**config.mk**
```make
export PLATFORM = sky130hd
export DESIGN_NAME = countdown_timer_flat
export DESIGN_NICKNAME = d
export VERILOG_FILES = /design/src/rtl/countdown_timer_if.sv /design/src/rtl/countdown_timer.sv /design/src/flat_wrapper.sv
export SDC_FILE = /design/constraint.sdc
export NUM_CORES = 1
export LEC_CHECK = 0
export BUFFER_PORTS_ARGS = -buffer_cell sky130_fd_sc_hd__buf_2
export CAP_MARGIN = 10
export CORE_AREA = 2 2 62 64
export CTS_CLUSTER_DIAMETER = 40
export DETAILED_ROUTE_END_ITERATION = 16
export DIE_AREA = 0 0 64 66
export MAX_ROUTING_LAYER = met4
export PLACE_DENSITY = 0.65
export SLEW_MARGIN = 20
export SYNTH_ARGS = -nofsm -noshare
export SYNTH_HDL_FRONTEND = slang
export SYNTH_SLANG_ARGS = --single-unit
```
**constraint.sdc**
```tcl
create_clock -name CLK -period 2.95 [get_ports CLK]
set_input_delay 0.1475 -clock CLK [delete_from_list [all_inputs] [get_ports CLK]]
set_output_delay 0.1475 -clock CLK [all_outputs]
set_load 0.01 [all_outputs]
```
**src/rtl/countdown_timer_if.sv**
```systemverilog
// Control/status bundle of the two-digit BCD round-clock countdown timer.
// The master drives the tick/start/hold/bonus strobes; the slave (the timer) returns digits and status.
interface countdown_timer_if;
  logic       en;
  logic       start;
  logic       hold;
  logic       bonus;
  logic [3:0] QL;
  logic [2:0] QH;
  logic       BW;
  logic       RUNNING;
  logic       EXPIRED;
  logic       WARN;

  modport master (
    output en, start, hold, bonus,
    input  QL, QH, BW, RUNNING, EXPIRED, WARN
  );

  modport slave (
    input  en, start, hold, bonus,
    output QL, QH, BW, RUNNING, EXPIRED, WARN
  );
endinterface

```
**src/rtl/countdown_timer.sv**
```systemverilog
// Two-digit BCD countdown timer with pause, time bonus and expiry pulse; all outputs registered.
// Optional low-time warning output is built only when COUNTDOWN_WARN_EN is defined.
module countdown_timer #(
  parameter logic [2:0] INIT_H  = 3'd3,
  parameter logic [3:0] INIT_L  = 4'd0,
  parameter logic [3:0] BONUS   = 4'd5,
  parameter logic [7:0] WARN_TH = 8'h05   // BCD {tens, units}
) (
  input  logic              CLK,
  input  logic              RESET,
  countdown_timer_if.slave  tmr
);

  typedef enum logic [1:0] {
    ST_IDLE    = 2'd0,
    ST_RUN     = 2'd1,
    ST_PAUSE   = 2'd2,
    ST_EXPIRED = 2'd3
  } state_e;

  localparam logic [6:0] INIT_VAL = {INIT_H, INIT_L};

  state_e     state_q, state_d;
  logic [6:0] cnt_q, cnt_d;          // {tens[2:0], units[3:0]}
  logic       bw_q, bw_d;
  logic       running_q, running_d;
  logic       expired_q, expired_d;

  function automatic logic [6:0] bcd_dec(input logic [6:0] v);
    if (v[3:0] != 4'd0)      return {v[6:4], v[3:0] - 4'd1};
    else if (v[6:4] != 3'd0) return {v[6:4] - 3'd1, 4'd9};
    else                     return 7'd0;
  endfunction

  // Adds BONUS seconds with a units carry; anything past 79 pins at 79.
  function automatic logic [6:0] bcd_add_bonus(input logic [6:0] v);
    logic [4:0] sum;
    logic [4:0] wrapped;
    sum     = {1'b0, v[3:0]} + {1'b0, BONUS};
    wrapped = sum - 5'd10;
    if (sum > 5'd9) begin
      if (v[6:4] == 3'd7) return {3'd7, 4'd9};
      else                return {v[6:4] + 3'd1, wrapped[3:0]};
    end
    return {v[6:4], sum[3:0]};
  endfunction

  always_comb begin
    logic [6:0] dec;
    // NOTE: every _d gets its hold value first so no path through this block infers a latch.
    state_d = state_q;
    cnt_d   = cnt_q;
    bw_d    = 1'b0;
    dec     = cnt_q;
    if (tmr.start) begin
      cnt_d   = INIT_VAL;
      state_d = tmr.hold ? ST_PAUSE : ST_RUN;
    end else begin
      unique case (state_q)
        ST_IDLE: ;
        ST_RUN: begin
          if (tmr.hold) begin
            state_d = ST_PAUSE;
            if (tmr.bonus) cnt_d = bcd_add_bonus(cnt_q);
          end else begin
            dec = tmr.en ? bcd_dec(cnt_q) : cnt_q;
            if (tmr.bonus) begin
              cnt_d = bcd_add_bonus(dec);
            end else begin
              cnt_d = dec;
              if (tmr.en && dec == 7'd0) begin
                state_d = ST_EXPIRED;
                bw_d    = 1'b1;
              end
            end
          end
        end
        ST_PAUSE: begin
          if (tmr.bonus) cnt_d = bcd_add_bonus(cnt_q);
          if (!tmr.hold) state_d = ST_RUN;
        end
        ST_EXPIRED: cnt_d = 7'd0;
        default: state_d = ST_IDLE;
      endcase
    end
    running_d = (state_d == ST_RUN) || (state_d == ST_PAUSE);
    expired_d = (state_d == ST_EXPIRED);
  end

  always_ff @(posedge CLK) begin
    // NOTE: state registers use non-blocking assignment so every flop samples pre-edge values.
    if (RESET) begin
      state_q   <= ST_IDLE;
      cnt_q     <= INIT_VAL;
      bw_q      <= 1'b0;
      running_q <= 1'b0;
      expired_q <= 1'b0;
    end else begin
      state_q   <= state_d;
      cnt_q     <= cnt_d;
      bw_q      <= bw_d;
      running_q <= running_d;
      expired_q <= expired_d;
    end
  end

`ifdef COUNTDOWN_WARN_EN
  logic warn_q, warn_d;

  // Packed BCD digits order the same way as the seconds they encode.
  always_comb begin
    warn_d = running_d && (cnt_d != 7'd0) && ({1'b0, cnt_d} <= WARN_TH);
  end

  always_ff @(posedge CLK) begin
    if (RESET) warn_q <= 1'b0;
    else       warn_q <= warn_d;
  end

  assign tmr.WARN = warn_q;
`else
  assign tmr.WARN = 1'b0;
`endif

  assign tmr.QH      = cnt_q[6:4];
  assign tmr.QL      = cnt_q[3:0];
  assign tmr.BW      = bw_q;
  assign tmr.RUNNING = running_q;
  assign tmr.EXPIRED = expired_q;

endmodule
```
**src/flat_wrapper.sv**
```systemverilog
// flat-port wrapper written by rule: the top's interface ports become plain ports
module countdown_timer_flat 
#(
  parameter logic [2:0] INIT_H  = 3'd3,
  parameter logic [3:0] INIT_L  = 4'd0,
  parameter logic [3:0] BONUS   = 4'd5,
  parameter logic [7:0] WARN_TH = 8'h05                       
)
  (CLK, RESET, tmr_en, tmr_start, tmr_hold, tmr_bonus, tmr_QL, tmr_QH, tmr_BW, tmr_RUNNING, tmr_EXPIRED, tmr_WARN);
  countdown_timer_if tmr_i ();
  input  logic CLK;
  input  logic RESET;
  input wire logic [$bits(tmr_i.en)-1:0] tmr_en;
  input wire logic [$bits(tmr_i.start)-1:0] tmr_start;
  input wire logic [$bits(tmr_i.hold)-1:0] tmr_hold;
  input wire logic [$bits(tmr_i.bonus)-1:0] tmr_bonus;
  output wire logic [$bits(tmr_i.QL)-1:0] tmr_QL;
  output wire logic [$bits(tmr_i.QH)-1:0] tmr_QH;
  output wire logic [$bits(tmr_i.BW)-1:0] tmr_BW;
  output wire logic [$bits(tmr_i.RUNNING)-1:0] tmr_RUNNING;
  output wire logic [$bits(tmr_i.EXPIRED)-1:0] tmr_EXPIRED;
  output wire logic [$bits(tmr_i.WARN)-1:0] tmr_WARN;
  assign tmr_i.en = tmr_en;
  assign tmr_i.start = tmr_start;
  assign tmr_i.hold = tmr_hold;
  assign tmr_i.bonus = tmr_bonus;
  assign tmr_QL = tmr_i.QL;
  assign tmr_QH = tmr_i.QH;
  assign tmr_BW = tmr_i.BW;
  assign tmr_RUNNING = tmr_i.RUNNING;
  assign tmr_EXPIRED = tmr_i.EXPIRED;
  assign tmr_WARN = tmr_i.WARN;
  countdown_timer #(.INIT_H(INIT_H), .INIT_L(INIT_L), .BONUS(BONUS), .WARN_TH(WARN_TH)) u_core (.CLK(CLK), .RESET(RESET), .tmr(tmr_i));
endmodule
```
==> key figures, run 1 <==
Timing
  • Worst-Margin Slew: 597.3 ps
  • Setup violations, final: 0
  • Hold Fails Final Rpt: 0
  • RSZ-0062 raised after global routing: no
  • Tcrit/Tclk final: 0.9343
  • Clk_skew: 14.86 ps
  • Final min period: 2756 ps
  • Worst Hold Slack: 88.80 ps
  • Setup tns final: 0 ps
  • Max transition margin: 0.6003
  • Fmax achieved: 362.8 MHz
  • Setup ws final: 193.7 ps
  • Final Max Tran Viols: 0

CTS
  • Skew-Pair Late Insertion Delay: 290 ps
  • # hold bufs at CTS: 0
  • Clk buf depth: 2
  • Maximum level of the CTS H-tree: 1
  • Clock transition at path regs: 100 ps
  • CTS sink cnt: 12
  • Postcts setup bufs: 0
  • PostCTS Resize Cnt: 0
  • TritonCTS clock tree: built
  • Num CTS Buffers: 3
  • Root Driver: clkbuf_4

Die
  • Die width: 64 µm
  • Num ports: 17
  • Initial core utilization: 0.4397
  • Die height: 66 µm
  • Die ar.: 0.004224 mm²
  • Core Region: 0.003551 mm²
  • Row cnt: 22

Synthesis
  • Yosys warns: 0
  • Syn Area/Cell: 7.769 µm²
  • Synth Register Bits: 12
  • Synth Cell Area: 0.001561 mm²
  • Synth cell types: 62
  • Syn nets: 224
  • Post-synthesis async set-or-reset flop share: 0
  • Post-Synthesis Cells: 201
  • Post-synth EDFFs: 0
  • Post-synth top flop: dfxtp_1
  • Sequential fraction of the synthesis area: 0.1538

Drt
  • Metal-1 WL: 1923 µm
  • DRC viols: 0
  • Vias per cell: 5.777
  • Post-route ant nets: 0
  • DR WL/cell: 14.78 µm
  • Via Count: 1606
  • Met3 wire length: 210 µm
  • Drt total wl: 4110 µm
  • Met2 wire len: 1892 µm
  • Iter 0 DRT Violations: 133
  • Top layer reached by signal wires: met4
  • Drt first pass iters: 4

Worst setup path
  • Critical Path Sink Type: flop
  • Worst Path Required: 3130 ps
  • Critical path type: reg -> reg
  • Critical Path Start Type: flop
  • Worst Path Arrival: 2930 ps
  • Maximum fanout along the worst path: 5

Place
  • GPL Wtd Cong: 1.046
  • Port-buffer cells: 15
  • Place WS: 142.5 ps
  • Hpwl dp: 3303 µm

GRT
  • Initial antenna violation count: 0
  • First-pass GRT wire length: 7003 µm
  • Overflow after GRT: 0
  • Number of global-route vias before repair: 1513
  • Largest net degree at the start of global routing: 14
  • Total track usage: 0.2156

Worst hold path
  • Hold WC Path Type: in -> reg

Cells and area
  • # diodes: 0
  • Commonest non-fill, non-tap cell in the layout: inv_1
  • Syn-to-layout area delta: 19.31%
  • Post-layout nets: 254
  • Commonest cells after routing, fill and taps aside: inv_1 (22), buf_4 (19), nor2_1 (17), buf_2 (15), ha_1 (14)
  • Layout cells sized above 1: 0.2826

Job
  • Max-cap violations: 0

Outcome
  • Status: finished clean

Power
  • P_leak: 0.0008263 µW
  • Peak VDD IR: 0.0001865 V
  • Power per Cell Area: 299.3 mW/mm²
## area by class of cell
cell class	instances	area [µm²]
fillers	348	1688
multi-input cells	158	1221
flip-flops and latches	12	245.2
repair buffers	34	217.7
inverters	22	82.58
well taps	48	60.06
clock buffers	4	36.28
## state kept, by name (all words and copies together) (netlist names), named ones only
name	count
u_core.state_q	1
u_core.tmr.BW	1
u_core.tmr.EXPIRED	1
u_core.cnt_q	7
u_core.tmr.RUNNING	1
## cells by family after synthesis
group,synth area share
mux,0.03926
buf+inv,0.08733
fa+ha+maj,0.1362
xor+xnor,0.02645
compound gates,0.3221
simple gates,0.2324
other cells,0.002402
flops,0.1538
## where the power goes
| part | leakage, µW | switching [µW] | internal, µW |
|---|---|---|---|
| clock network | 0.0000210 | 67.3 | 75.1 |
| registers | 0.0000987 | 4.98 | 168 |
| logic | 0.000707 | 139 | 104 |
| total | 0.000826 | 211 | 346 |
## critical path, stage by stage, from the launching register on
cell	delay [ps]
dfxtp_4	350
inv_1	50
ha_2	200
and4bb_2	240
o21a_1	110
a211o_1	280
buf_4	140
ha_2	200
o22a_1	240
o31ai_4	260
o2111ai_1	130
and3_1	210
o221a_2	230
## worst paths after layout
check | startpoint | end | slack [ps] | depth (start not counted)
max | u_core.cnt_q[0] | u_core.cnt_q[6] | 190 | 12
min reg2reg | u_core.cnt_q[4] | u_core.cnt_q[4] | 640 | 2
max reg2reg | u_core.cnt_q[0] | u_core.cnt_q[6] | 190 | 12
min | RESET | u_core.state_q[1] | 90 | 2
## cell usage after synthesis (all sizes together), types with 3 or more instances
cell | number | area, µm²
ha | 17 | 212.7
nand3 | 3 | 15.01
nor2 | 17 | 63.81
o21ai | 13 | 65.06
o21a | 3 | 22.52
a211o | 3 | 26.28
dfxtp | 12 | 240.2
nand4 | 4 | 25.02
a21oi | 16 | 83.83
nand2 | 13 | 48.80
a31oi | 6 | 52.55
clkbuf | 5 | 28.77
mux2i | 5 | 50.05
nor2b | 4 | 25.02
inv | 22 | 82.58
o221a | 3 | 33.78
nor3 | 7 | 35.03
buf | 4 | 25.02
## per-stage QoR
step                  util  cell area, µm²  power [µW]  cells
floorplan                -            1587       342.8    201
global placement    0.5063            1798       409.0    274
detailed placement  0.5063            1798       409.3    274
CTS                 0.5166            1834       548.1    278
global route        0.5247            1863       593.7    278
finish              0.5247            1863       557.6    278
## layer usage
metal | vias to the layer above | global-route usage
li1 | 805 | -
met1 | 742 | 0.2814
met2 | 50 | 0.3359
met3 | 9 | 0.02896
met4 | 0 | 0.08967
met5 | - | -
Power figures use the tool's default switching activity.
==> run 2: changes to the inputs <==
Settings changed: CTS_CLUSTER_SIZE set to 30, GPL_TIMING_DRIVEN set to 0.
==> run 2 against run 1 <==
Clock-buffer cell count unchanged. Sequential share of layout area decreased by 1.2 points. Design area increased by 10%. Combinational power rose by 15%. Via count is 2.1% higher. Hold slack gained 0.81 ps. Fmax decreased by 4.3%. Wire length is 3.1% higher. First-iteration DRC count down 15%. Critical endpoint is now u_core.cnt_q[3].
==> key figures, run 2 (synthesis results as in run 1) <==
Power
  • Internal power: 370.9 µW (was 346.4 µW)
  • Power per Cell Area: 287.9 mW/mm² (was 299.3 mW/mm²)
  • Switching Share: 0.3726 (was 0.3789)
  • Seq pwr share: 0.294 (was 0.309)
  • Comb power frac: 0.474 (was 0.435)
  • Clk pwr share: 0.232 (was 0.255)
  • Final Power: 591.2 µW (was 557.6 µW)
  • Peak VDD IR: 0.0002198 V (was 0.0001865 V)
  • P_leak: 0.0008895 µW (was 0.0008263 µW)
  • Sw power: 220.3 µW (was 211.3 µW)

Worst setup path
  • Reg2Reg Setup Slack: 70 ps (was 190 ps)
  • Worst r2r path cells: 14 (was 12)
  • FF-to-FF Start: u_core.cnt_q[0] (unchanged)
  • Worst r2r dst: u_core.cnt_q[3] (was u_core.cnt_q[6])
  • CP startpoint: u_core.cnt_q[0] (unchanged)
  • Critical Path Sink Type: flop (unchanged)
  • Worst Path Required: 3140 ps (was 3130 ps)
  • Critical path type: reg -> reg (unchanged)
  • CP cell instances: buf_8 > inv_6 > ha_4 > and4bb_2 > o21a_4 > a211o_1 > ha_2 > xnor2_2 > ha_2 > inv_1 > a221o_1 > o211ai_1 > a31oi_1 > o221a_2 (was inv_1 > ha_2 > and4bb_2 > o21a_1 > a211o_1 > buf_4 > ha_2 > o22a_1 > o31ai_4 > o2111ai_1 > and3_1 > o221a_2)
  • Critical-path top delay cell: dfxtp_4 (unchanged)
  • CP max stage delay: 360 ps (was 350 ps)
  • Most Frequent Cell on Critical Path: ha_2 (unchanged)
  • Worst Path Arrival: 3070 ps (was 2930 ps)
  • CP Capture Point: u_core.cnt_q[3] (was u_core.cnt_q[6])
  • Critical Path Start Type: flop (unchanged)
  • Maximum fanout along the worst path: 5 (unchanged)

CTS
  • # hold bufs at CTS: 0 (unchanged)
  • Clk buf depth: 2 (unchanged)
  • CTS sink cnt: 12 (unchanged)
  • Skew-Pair Late Insertion Delay: 290 ps (about the same)
  • TritonCTS clock tree: built (unchanged)
  • Num CTS Buffers: 3 (unchanged)
  • Clock transition at path regs: 80 ps (was 100 ps)
  • Maximum level of the CTS H-tree: 1 (unchanged)
  • Root Driver: clkbuf_4 (unchanged)

Die
  • Num ports: 17 (unchanged)
  • Die width: 64 µm (unchanged)
  • Initial core utilization: 0.4397 (unchanged)
  • Die height: 66 µm (unchanged)
  • Die ar.: 0.004224 mm² (unchanged)
  • Core Region: 0.003551 mm² (unchanged)
  • Row cnt: 22 (unchanged)

Timing
  • Clk_skew: 5.731 ps (was 14.86 ps)
  • Tcrit/Tclk final: 0.9762 (was 0.9343)
  • Final min period: 2880 ps (was 2756 ps)
  • Max transition margin: 0.6066 (was 0.6003)
  • Setup violations, final: 0 (unchanged)
  • Worst-Margin Slew: 583.9 ps (was 597.3 ps)
  • Fmax achieved: 347.2 MHz (was 362.8 MHz)
  • Hold Fails Final Rpt: 0 (unchanged)
  • Worst Hold Slack: 89.61 ps (was 88.80 ps)
  • RSZ-0062 raised after global routing: yes (was no)
  • Final Max Tran Viols: 0 (unchanged)

GRT
  • Initial antenna violation count: 0 (unchanged)
  • Met3 global-route usage: 0.01533 (was 0.02896)
  • Gr busiest metal: met2 (unchanged)
  • M1 GR Usage: 0.2378 (was 0.2814)
  • Total track usage: 0.1977 (was 0.2156)
  • Largest net degree at the start of global routing: 11 (was 14)
  • Overflow after GRT: 0 (unchanged)
  • Number of global-route vias before repair: 1473 (was 1513)
  • Met2 usage: 0.3320 (was 0.3359)
  • First-pass GRT wire length: 6423 µm (was 7003 µm)

Place
  • GPL Wtd Cong: 0.8400 (was 1.046)
  • Port-buffer cells: 13 (was 15)
  • Post-DP Area: 0.001712 mm² (was 0.001798 mm²)
  • Hpwl dp: 2966 µm (was 3303 µm)

Drt
  • Drt first pass iters: 4 (unchanged)
  • Post-route ant nets: 0 (unchanged)
  • DR WL/cell: 14.66 µm (was 14.78 µm)
  • DRC viols: 0 (unchanged)
  • Drt total wl: 4236 µm (was 4110 µm)
  • Vias per cell: 5.671 (was 5.777)
  • Via Count: 1639 (was 1606)
  • Iter 0 DRT Violations: 113 (was 133)

Cells and area
  • Commonest non-fill, non-tap cell in the layout: buf_4 (was inv_1)
  • Syn-to-layout area delta: 31.49% (was 19.31%)
  • Post-route cell area: 0.002053 mm² (was 0.001863 mm²)
  • Largest register FFs: 7 (unchanged)
  • Post-layout nets: 265 (was 254)
  • Most flops, register: u_core.cnt_q (unchanged)
  • Layout cells sized above 1: 0.3651 (was 0.2826)
  • # diodes: 0 (unchanged)
  • Commonest cells after routing, fill and taps aside: buf_4 (24), inv_1 (18), nor2_1 (16), buf_2 (14), nand2_1 (13) (was inv_1 (22), buf_4 (19), nor2_1 (17), buf_2 (15), ha_1 (14))

Outcome
  • Status: finished clean (unchanged)

Worst hold path
  • Hold depth: 2 (unchanged)
  • Hold WC Path Type: in -> reg (unchanged)

Job
  • Max-cap violations: 0 (unchanged)
-- run 2: cell count changes in the layout (fill, tap and decap cells not counted), moves of 2 or more --
cell      previous run  this run
inv_2                0         2
a21oi_1             13         9
ha_4                 0         3
clkbuf_1             0         3
ha_1                14        11
buf_4               19        24
a21oi_2              3         6
inv_1               22        18
-- run 2: power groups by stage --
stage	registers, µW	clock network (µW)	logic [µW]
after CTS	174	140	227
final	174	137	280
after detailed placement	178	0	211
after global routing	175	146	308
after floorplan	179	0	164
after global placement	178	0	210
-- run 2: worst min-delay path by stage --
| stage | start | endpoint | slack, ps |
|---|---|---|---|
| floorplan | RESET | flop | 220 |
| global placement | RESET | flop | 380 |
| detailed placement | RESET | flop | 390 |
| CTS | RESET | flop | 80 |
| global route | RESET | flop | 100 |
| finish | RESET | flop | 90 |
-- run 2: worst max-delay path, delay by kind of cell (launching register included) --
kind | cells | cell delay (ps)
AOI/OAI and AO/OA | 6 | 1230
adders and majority gates | 3 | 590
DFF | 1 | 360
and+or+nand+nor | 1 | 240
buffers and inverters | 3 | 190
xor gates and xnor gates | 1 | 150
-- run 2: what timing repair did --
action	4_1_cts	5_1_grt
buffers inserted	5	18
pin swaps	3	6
gates resized for setup	9	25
gates cloned	0	0
setup endpoints to repair	10	7
hold endpoints to repair	0	0
-- run 2: area by class of cell --
cell class	count	area [µm²]
well taps	48	60.06
inverters	22	90.09
fillers	332	1498
clock buffers	4	36.28
repair buffers	36	250.2
plain buffers	9	71.32
flip-flops and latches	12	245.2
multi-input cells	158	1300
-- run 2: metal layers --
metal / routed length (µm) / vias to the layer above
met5: 0 / -
met4: 123 / 0
met3: 103 / 11
met2: 2069 / 36
met1: 1940 / 770
li1: - / 822
-- run 2: metrics by stage --
stage                     utilization  instances  TNS (ps)  setup slack, ps
after floorplan                     -        201         0            1.971
after global placement         0.4820        262     -1350           -290.5
after detailed placement       0.4820        262     -1449           -312.6
after CTS                      0.5130        271         0            7.850
after global routing           0.5782        289    -135.1           -87.22
final                          0.5782        289         0            70.15
==> run 3: changes to the inputs <==
Settings changed: CORE_AREA 2 2 62 64 to 3 3 63 65, DIE_AREA 0 0 64 66 to 0 0 66 68, SETUP_SLACK_MARGIN set to 0.2.
==> run 3 against run 2 <==
Sequential cell count is the same. Design area increased by 1.6%. Wire length grew 8.9%. Critical endpoint is now u_core.cnt_q[2].
==> key figures, run 3 (synthesis results as in run 1) <==
Outcome
  • Status: finished clean (unchanged)

Timing
  • Worst-Margin Slew: 607.9 ps (was 583.9 ps)
  • Fmax achieved: 353.3 MHz (was 347.2 MHz)
  • Setup ws final: 119.8 ps (was 70.15 ps)
  • Tcrit/Tclk final: 0.9594 (was 0.9762)
  • Clk_skew: 6.040 ps (was 5.731 ps)
  • Setup tns final: 0 ps (unchanged)
  • Final Max Tran Viols: 0 (unchanged)
  • RSZ-0062 raised after global routing: yes (unchanged)
  • Hold Fails Final Rpt: 0 (unchanged)
  • Max transition margin: 0.5904 (was 0.6066)
  • Worst Hold Slack: 119.9 ps (was 89.61 ps)
  • Setup violations, final: 0 (unchanged)
  • Final min period: 2830 ps (was 2880 ps)

Place
  • Place WS: -137.3 ps (was -312.6 ps)
  • GPL Wtd Cong: 0.8760 (was 0.8400)
  • Hpwl dp: 3292 µm (was 2966 µm)
  • Port-buffer cells: 13 (unchanged)

Drt
  • Drt total wl: 4612 µm (was 4236 µm)
  • Post-route ant nets: 0 (unchanged)
  • DR WL/cell: 16.41 µm (was 14.66 µm)
  • Iter 0 DRT Violations: 104 (was 113)
  • Vias per cell: 5.843 (was 5.671)
  • Drt first pass iters: 4 (unchanged)
  • Via Count: 1642 (was 1639)
  • DRC viols: 0 (unchanged)

Power
  • Peak VDD IR: 0.0002383 V (was 0.0002198 V)
  • P_leak: 0.0008698 µW (was 0.0008895 µW)
  • Power per Cell Area: 296.6 mW/mm² (was 287.9 mW/mm²)

Worst setup path
  • Maximum fanout along the worst path: 5 (unchanged)
  • Worst r2r path cells: 12 (was 14)
  • Critical Path Sink Type: flop (unchanged)
  • Critical-path top delay cell: a2111oi_4 (was dfxtp_4)
  • CP cell instances: buf_4 > ha_1 > o21ai_1 > nor2_1 > a21oi_2 > inv_1 > ha_4 > buf_4 > o22ai_1 > nand3_1 > a2111oi_4 > o32ai_1 (was buf_8 > inv_6 > ha_4 > and4bb_2 > o21a_4 > a211o_1 > ha_2 > xnor2_2 > ha_2 > inv_1 > a221o_1 > o211ai_1 > a31oi_1 > o221a_2)
  • Buf+Inv Stages, Crit Path: 3 (unchanged)
  • Critical Path Stages: 12 (was 14)
  • Worst r2r dst: u_core.cnt_q[2] (was u_core.cnt_q[3])
  • Worst Path Arrival: 3000 ps (was 3070 ps)
  • Most Frequent Cell on Critical Path: buf_4 (was ha_2)
  • CP Capture Point: u_core.cnt_q[2] (was u_core.cnt_q[3])
  • Critical path type: reg -> reg (unchanged)
  • FF-to-FF Start: u_core.cnt_q[0] (unchanged)
  • CP max stage delay: 400 ps (was 360 ps)
  • Reg2Reg Setup Slack: 120 ps (was 70 ps)
  • Crit path max-delay family: compound AO/OA/AOI/OAI gates (unchanged)
  • Critical Path Start Type: flop (unchanged)
  • CP startpoint: u_core.cnt_q[0] (unchanged)
  • Worst Path Required: 3120 ps (was 3140 ps)

Die
  • Die ar.: 0.004488 mm² (was 0.004224 mm²)
  • Num ports: 17 (unchanged)
  • Die height: 68 µm (was 66 µm)
  • Initial core utilization: 0.4607 (was 0.4397)
  • Die width: 66 µm (was 64 µm)
  • Core Region: 0.003390 mm² (was 0.003551 mm²)
  • Row cnt: 21 (was 22)

CTS
  • Maximum level of the CTS H-tree: 1 (unchanged)
  • Root Driver: clkbuf_4 (unchanged)
  • Clock transition at path regs: 90 ps (was 80 ps)
  • CTS sink cnt: 12 (unchanged)
  • Clk buf depth: 2 (unchanged)
  • Num CTS Buffers: 3 (unchanged)
  • Skew-Pair Late Insertion Delay: 280 ps (was 290 ps)
  • TritonCTS clock tree: built (unchanged)

GRT
  • M1 GR Usage: 0.2606 (was 0.2378)
  • First-pass GRT wire length: 7665 µm (was 6423 µm)
  • Total track usage: 0.2284 (was 0.1977)
  • Initial antenna violation count: 0 (unchanged)
  • Number of global-route vias before repair: 1621 (was 1473)
  • Largest net degree at the start of global routing: 11 (unchanged)
  • Met2 usage: 0.4205 (was 0.3320)
  • Overflow after GRT: 0 (unchanged)
  • Met3 global-route usage: 0.03120 (was 0.01533)
  • Gr busiest metal: met2 (unchanged)

Worst hold path
  • Hold depth: 2 (unchanged)
  • Hold WC Path Type: in -> reg (unchanged)

Job
  • Max-cap violations: 0 (unchanged)

Cells and area
  • Post-layout nets: 259 (was 265)
  • # diodes: 0 (unchanged)
  • Commonest cells after routing, fill and taps aside: buf_4 (19), nor2_1 (16), inv_1 (15), buf_2 (14), nand2_1 (13) (was buf_4 (24), inv_1 (18), nor2_1 (16), buf_2 (14), nand2_1 (13))
  • Layout cells sized above 1: 0.3787 (was 0.3651)
  • Most flops, register: u_core.cnt_q (unchanged)
  • Largest register FFs: 7 (unchanged)
  • Syn-to-layout area delta: 33.57% (was 31.49%)
  • Filler instances: 318 (was 332)
  • Commonest non-fill, non-tap cell in the layout: buf_4 (unchanged)
==> run 3: cell count changes in the layout (fill, tap and decap cells not counted), moves of 2 or more <==
cell,delta
ha_4,+2
ha_2,-2
inv_2,+3
buf_4,-5
inv_1,-3
==> run 3: routing by layer <==
| metal | wire length (µm) | up-vias | part of all wire |
|---|---|---|---|
| li1 | - | 808 | - |
| met1 | 1919 | 777 | 0.42 |
| met2 | 2432 | 49 | 0.53 |
| met3 | 196 | 8 | 0.042 |
| met4 | 63 | 0 | 0.014 |
| met5 | 0 | - | 0 |
==> run 3: worst register-to-register path, stage by stage (launching register included) <==
cell and delay (ps):
dfxtp_4 360, buf_4 150, ha_1 280, o21ai_1 190
nor2_1 80, a21oi_2 220, inv_1 110, ha_4 200
buf_4 140, o22ai_1 230, nand3_1 220, a2111oi_4 400
o32ai_1 140
==> run 3: worst min-delay path by stage <==
| stage | slack [ps] | startpoint | end |
|---|---|---|---|
| 4_1_cts | 100 | RESET | u_core.tmr.EXPIRED |
| 3_3_place_gp | 390 | RESET | flop |
| 6_report | 120 | RESET | u_core.tmr.RUNNING |
| 2_1_floorplan | 220 | RESET | flop |
| 5_1_grt | 130 | RESET | u_core.tmr.RUNNING |
| 3_5_place_dp | 400 | RESET | flop |
==> run 3: final cells by class <==
cell class / count / area [µm²] / share of cell area
Sequential cell: 12 / 245.2 / 0.1176
Inverter: 22 / 90.09 / 0.04319
Buffer: 9 / 81.33 / 0.03899
Timing Repair Buffer: 30 / 192.7 / 0.09238
Tap cell: 46 / 57.56 / 0.02759
Multi-Input combinational cell: 158 / 1383 / 0.6629
Clock buffer: 4 / 36.28 / 0.01740
==> run 3: report_power, final <==
group | switching [µW] | total [µW] | internal, µW
clock | 63.7 | 139 | 75.1
combinational | 170 | 306 | 136
sequential | 6.38 | 174 | 168
==> run 3: through the flow <==
| stage | total power [µW] | cell area (µm²) | std cells | utilization |
|---|---|---|---|---|
| final | 618.6 | 2086 | 281 | 0.6154 |
| after global routing | 659.0 | 2086 | 281 | 0.6154 |
| after CTS | 588.7 | 2001 | 280 | 0.5903 |
| after detailed placement | 400.3 | 1747 | 260 | 0.5153 |
| after global placement | 394.9 | 1747 | 260 | 0.5153 |
| after floorplan | 349.6 | 1624 | 201 | - |
==> run 3: what timing repair did <==
action | in CTS | in global routing
pin swaps | 13 | 6
setup endpoints to repair | 8 | 11
resized for setup | 21 | 15
hold buffers | 0 | 0
buffers inserted | 16 | 1
